`config.mk`:
```
export PLATFORM = sky130hd
export DESIGN_NAME = count_connected_batch_feeder
export DESIGN_NICKNAME = d
export VERILOG_FILES = /design/src/rtl/count_connected_batch_feeder.sv
export SDC_FILE = /design/constraint.sdc
export NUM_CORES = 1
export LEC_CHECK = 0
export BUFFER_PORTS_ARGS = -buffer_cell sky130_fd_sc_hd__buf_2
export CORE_MARGIN = 2
export CORE_UTILIZATION = 30
export CTS_CLUSTER_DIAMETER = 120
export DETAILED_ROUTE_END_ITERATION = 8
export SYNTH_ARGS = -nofsm -noshare
export SYNTH_HDL_FRONTEND = slang
export SYNTH_SLANG_ARGS = --single-unit
```
`constraint.sdc`:
```
create_clock -name clk -period 11 [get_ports clk]
set_clock_uncertainty 0.1 [all_clocks]
set_input_delay 1.1 -clock clk [delete_from_list [all_inputs] [get_ports clk]]
set_output_delay 1.1 -clock clk [all_outputs]
set_load 0.05 [all_outputs]
```
`src/rtl/count_connected_batch_feeder.sv`:
```
// Batch feeder for a connected-component counting core: issues tagged bots, sums 2^connectCount of results.
// Optional FEEDER_ECC_ABORT_EN: an ECC strobe from the core aborts the running batch instead of only flagging it.
module count_connected_batch_feeder #(
    parameter int TAG_WIDTH = 16
) (
    input  logic                 clk,
    input  logic                 rstn,
    input  logic                 start,
    input  logic [15:0]          batchSize,
    input  logic                 srcValid,
    input  logic [127:0]         srcGraph,
    output logic                 srcReady,
    output logic                 isBotValid,
    output logic [127:0]         graphIn,
    output logic [TAG_WIDTH-1:0] extraDataIn,
    input  logic                 slowDownInput,
    input  logic                 resultValid,
    input  logic [5:0]           connectCount,
    input  logic [TAG_WIDTH-1:0] extraDataOut,
    input  logic                 eccStatus,
    output logic                 busy,
    output logic                 done,
    output logic [79:0]          sumOut,
    output logic                 orderError,
    output logic                 eccError,
    output logic                 strayResult
);

    typedef enum logic [1:0] {
        IDLE  = 2'd0,
        FEED  = 2'd1,
        DRAIN = 2'd2
    } state_t;

    state_t      state_r;
    logic [15:0] batch_r;
    logic [15:0] issued_r;
    logic [15:0] received_r;

    logic        active_s;
    logic        accept_s;
    logic        count_s;
    logic        tag_bad_s;
    logic        finish_s;
    logic        ecc_abort_s;
    logic [15:0] issued_n_s;
    logic [15:0] received_n_s;

    function automatic logic [79:0] pow2(input logic [5:0] e);
        pow2 = 80'd1 << e;
    endfunction

    // Acceptance, result qualification and next counter values.
    always_comb begin
        active_s     = (state_r == FEED) || (state_r == DRAIN);
        srcReady     = (state_r == FEED) && !slowDownInput && (issued_r < batch_r);
        accept_s     = srcValid && srcReady;
        // A result with nothing outstanding is a protocol error and is never counted.
        count_s      = active_s && resultValid && (received_r != issued_r);
        tag_bad_s    = active_s && resultValid &&
                       ((received_r == issued_r) || (extraDataOut != received_r[TAG_WIDTH-1:0]));
        issued_n_s   = issued_r + {15'd0, accept_s};
        received_n_s = received_r + {15'd0, count_s};
        finish_s     = active_s && (issued_n_s == batch_r) && (received_n_s == batch_r);
`ifdef FEEDER_ECC_ABORT_EN
        ecc_abort_s  = active_s && eccStatus;
`else
        ecc_abort_s  = 1'b0;
`endif
    end

    // Batch FSM with all registered outputs.
    always_ff @(posedge clk or negedge rstn) begin
        if (!rstn) begin
            state_r     <= IDLE;
            batch_r     <= 16'd0;
            issued_r    <= 16'd0;
            received_r  <= 16'd0;
            isBotValid  <= 1'b0;
            graphIn     <= 128'd0;
            extraDataIn <= {TAG_WIDTH{1'b0}};
            busy        <= 1'b0;
            done        <= 1'b0;
            sumOut      <= 80'd0;
            orderError  <= 1'b0;
            eccError    <= 1'b0;
            strayResult <= 1'b0;
        end else begin
            done       <= 1'b0;
            isBotValid <= 1'b0;
            case (state_r)
                IDLE: begin
                    if (resultValid) begin
                        strayResult <= 1'b1;
                    end
                    if (start) begin
                        batch_r    <= batchSize;
                        issued_r   <= 16'd0;
                        received_r <= 16'd0;
                        sumOut     <= 80'd0;
                        orderError <= 1'b0;
                        eccError   <= 1'b0;
                        if (batchSize == 16'd0) begin
                            done <= 1'b1;
                        end else begin
                            state_r <= FEED;
                            busy    <= 1'b1;
                        end
                    end
                end
                FEED, DRAIN: begin
                    if (accept_s) begin
                        isBotValid  <= 1'b1;
                        graphIn     <= srcGraph;
                        extraDataIn <= issued_r[TAG_WIDTH-1:0];
                    end
                    issued_r   <= issued_n_s;
                    received_r <= received_n_s;
                    if (count_s) begin
                        sumOut <= sumOut + pow2(connectCount);
                    end
                    if (tag_bad_s) begin
                        orderError <= 1'b1;
                    end
                    if (eccStatus) begin
                        eccError <= 1'b1;
                    end
                    // Completion is decided on next-cycle counts so done follows the last result directly.
                    if (finish_s || ecc_abort_s) begin
                        state_r <= IDLE;
                        busy    <= 1'b0;
                        done    <= 1'b1;
                    end else if (issued_n_s == batch_r) begin
                        state_r <= DRAIN;
                    end
                end
                default: begin
                    state_r <= IDLE;
                    busy    <= 1'b0;
                end
            endcase
        end
    end

endmodule

```
==> flow_metrics.py <==
metrics = {
    "synth": {
        "synth_top_cell_area_share": 0.407,
        "ys.flop_type": "dfrtp_1",
        "ys_seq_area_frac": 0.407,
        "synth_edf_count": 0,
        "synthTopCellsByArea": "dfrtp_1 (41%), mux2_2 (11%), ha_1 (6.2%)",
        "syn_inst": 1824,
        "syn-cell-area_um2": 17200,
        "ys_types": 70,
        "synth_nets": 2084,
        "synth_seq_cells": 280,
        "synth_top_cell_by_area": "dfrtp_1",
        "async_flop_share": 1.00,
        "avgSynthCellArea_um2": 9.44,
        "ys_warn_count": 0,
    },
    "placed_design": {
        "dp_hpwl_um": 41200,
        "gp_congestion": 0.983,
        "place_area_um2": 19800,
        "port_buffers": 403,
    },
    "global_routing": {
        "grt-ovfl-total": 0,
        "gr-usage-all-layers": 0.180,
        "grt_first_pass_wirelength_um": 85500,
        "grt_pass1_vias": 15100,
        "grt_max_degree": 167,
        "antenna_found_initial": 2,
    },
    "detailed_routing": {
        "dr_total_vias": 15200,
        "detail_route.wirelength_um": 54500,
        "drt-initial-drc-count": 1072,
        "drtPass1Iterations": 5,
        "drc": 0,
        "ant_nets": 0,
        "wl_per_cell_um": 18.6,
        "vias_per_cell": 5.17,
    },
    "floorplanning": {
        "die_h_um": 244,
        "coreArea_um2": 56600,
        "die-area_um2": 59300,
        "die_w_um": 244,
        "initial_utilization": 0.304,
        "fp-row-count": 87,
        "num_io_pins": 404,
    },
    "timing": {
        "worst_pin_slew_ps": 1030,
        "relSlewSlack": 0.317,
        "rsz0062_at_grt": "false",
        "clock.fmax_mhz": 208,
        "min_period_ps": 4820,
        "period_share": 0.438,
        "finalHoldViolCount": 0,
        "tns_ps": 0,
        "setup_violations": 0,
        "drv_slew": 0,
    },
    "pwr": {
        "max-vdd-ir-drop_mv": 0.268,
        "cellPowerDensity_nw_per_um2": 225,
        "power_mw": 4.72,
        "p_leak_nw": 9.66,
    },
    "clock_tree": {
        "cts_buffers": 37,
        "cts_tree": "done",
        "clock_sinks": 280,
        "clk_pin_slew_ps": 60,
        "htree_levels": 2,
        "root_buffer": "clkbuf_16",
        "clock_latency_ps": 570,
        "cts_resized": 0,
        "clk_path_buf_depth": 3,
        "postCtsSetupBuffers": 0,
        "holdBufCountCts": 0,
    },
    "setup_path": {
        "worstPathArrival_ps": 5160,
        "crit_fanout": 13,
        "critPathKind": "reg2reg",
        "cp.required_ps": 11350,
        "start_kind": "flop",
        "endpoint_kind": "flop",
    },
    "final_layout": {
        "synthToLayoutAreaGrowth_pct": 22.2,
        "seq_area_um2": 7010,
        "fillers": 5723,
        "multi_input_area_um2": 9520,
        "antennaDiodeCount": 0,
        "layout-drive-gt1-share": 0.301,
        "fin_area_um2": 21000,
        "layout.nets": 2410,
    },
    "run": {
        "cap_viol_max_count": 0,
    },
    "min_path": {
        "min-delay-path-class": "in2async",
    },
    "run_status": {
        "outcome": "finished clean",
    },
}
cells in the final DEF, fill, tap and decap left out, drive strengths merged, types with 9 or more instances in the layout:
cell and instances:
nand2b 10, o21bai 20, mux2i 14, xnor2 79
a21oi 124, clkbuf 49, clkinv 10, nand2 124
buf 410, a21o 25, nor2 149, and3 16
nor4 18, inv 54, or3 9, o21a 10
o211ai 12, o31ai 13, a21boi 10, nor3 34
dfrtp 280, xor2 62, mux2 162, nand3 97
nand4 40, a31oi 17, o21ai 144, ha 86
layer usage:
metal | wire length (um) | GRT usage | part of all wire | vias up
li1 | - | - | - | 7206
met1 | 22800 | 0.228 | 0.42 | 7301
met2 | 26000 | 0.302 | 0.48 | 579
met3 | 4010 | 0.0398 | 0.074 | 87
met4 | 1670 | 0.0622 | 0.031 | 4
met5 | 22 | 0 | 0.00040 | -
final cells by class:
type / count / share of cell area
clock inverter: 17 / 0.0110
sequential: 280 / 0.333
timing repair buffer: 410 / 0.0995
tap: 756 / 0.0450
clock buffer: 49 / 0.0500
inverter: 51 / 0.00910
multi-input combinational: 1370 / 0.452
cell usage after synthesis, types with 17 or more instances:
master and instances:
xnor2_1 79, nand2_1 124, a21oi_1 124, clkbuf_1 86, nor2_1 148, a21o_1 25
nor3_1 34, nand3_1 97, o21ai_0 135, buf_2 28, o21bai_1 20, nand4_1 38
inv_1 51, xor2_1 62, ha_1 86, mux2_2 161, a31oi_1 17, dfrtp_1 280
worst max-delay path, stage by stage, from the launching register on:
cell	delay [ps]
dfrtp_1	580
xor2_1	240
nor4_1	310
nand4_1	520
and3_1	410
ha_1	230
ha_1	240
nand3_1	240
nor2_1	140
xnor2_1	150
a2111oi_0	470
nand4_1	150
a2111o_1	510
o21a_1	220
o22a_1	190
cell families after synthesis:
group | after synthesis | synth area share
flops | 280 | 0.407
simple gates | 537 | 0.150
xor+xnor | 141 | 0.0717
compound gates | 429 | 0.151
mux | 176 | 0.114
buf+inv | 174 | 0.0419
fa+ha+maj | 87 | 0.0637
worst paths after layout:
kind | startpoint | end | slack (ps) | depth (start not counted)
min in group clk | strayResult | strayResult | 350 | 1
max in group asynchronous | rstn | sumOut[74] | 8320 | 3
hold reg to reg | strayResult | strayResult | 350 | 1
hold / removal | rstn | sumOut[57] | 350 | 1
setup / recovery | issued_r[5] | busy | 6180 | 14
setup reg to reg | issued_r[5] | busy | 6180 | 14
power breakdown:
group,switching [mW],leakage [nW],internal (mW)
combinational,1.41,5.41,0.549
sequential,0.198,3.62,1.32
clock,0.497,0.631,0.754
registers in the layout (all words and copies together) (netlist names), 2 cells and up:
register and count:
batch_r 16, extraDataIn 16, sumOut 80, received_r 16, graphIn 128, issued_r 16, state_r 2
per-stage QoR:
step / std cells / util / worst slack [ps] / hold WS [ps]
floorplan: 1824 / - / 6530 / 423
CTS: 2933 / 0.372 / 6160 / 344
global placement: 2867 / 0.349 / 6070 / 346
detailed placement: 2867 / 0.349 / 5980 / 351
global route: 2933 / 0.372 / 5670 / 361
finish: 2933 / 0.372 / 6180 / 347
Power figures use the tool's default switching activity.
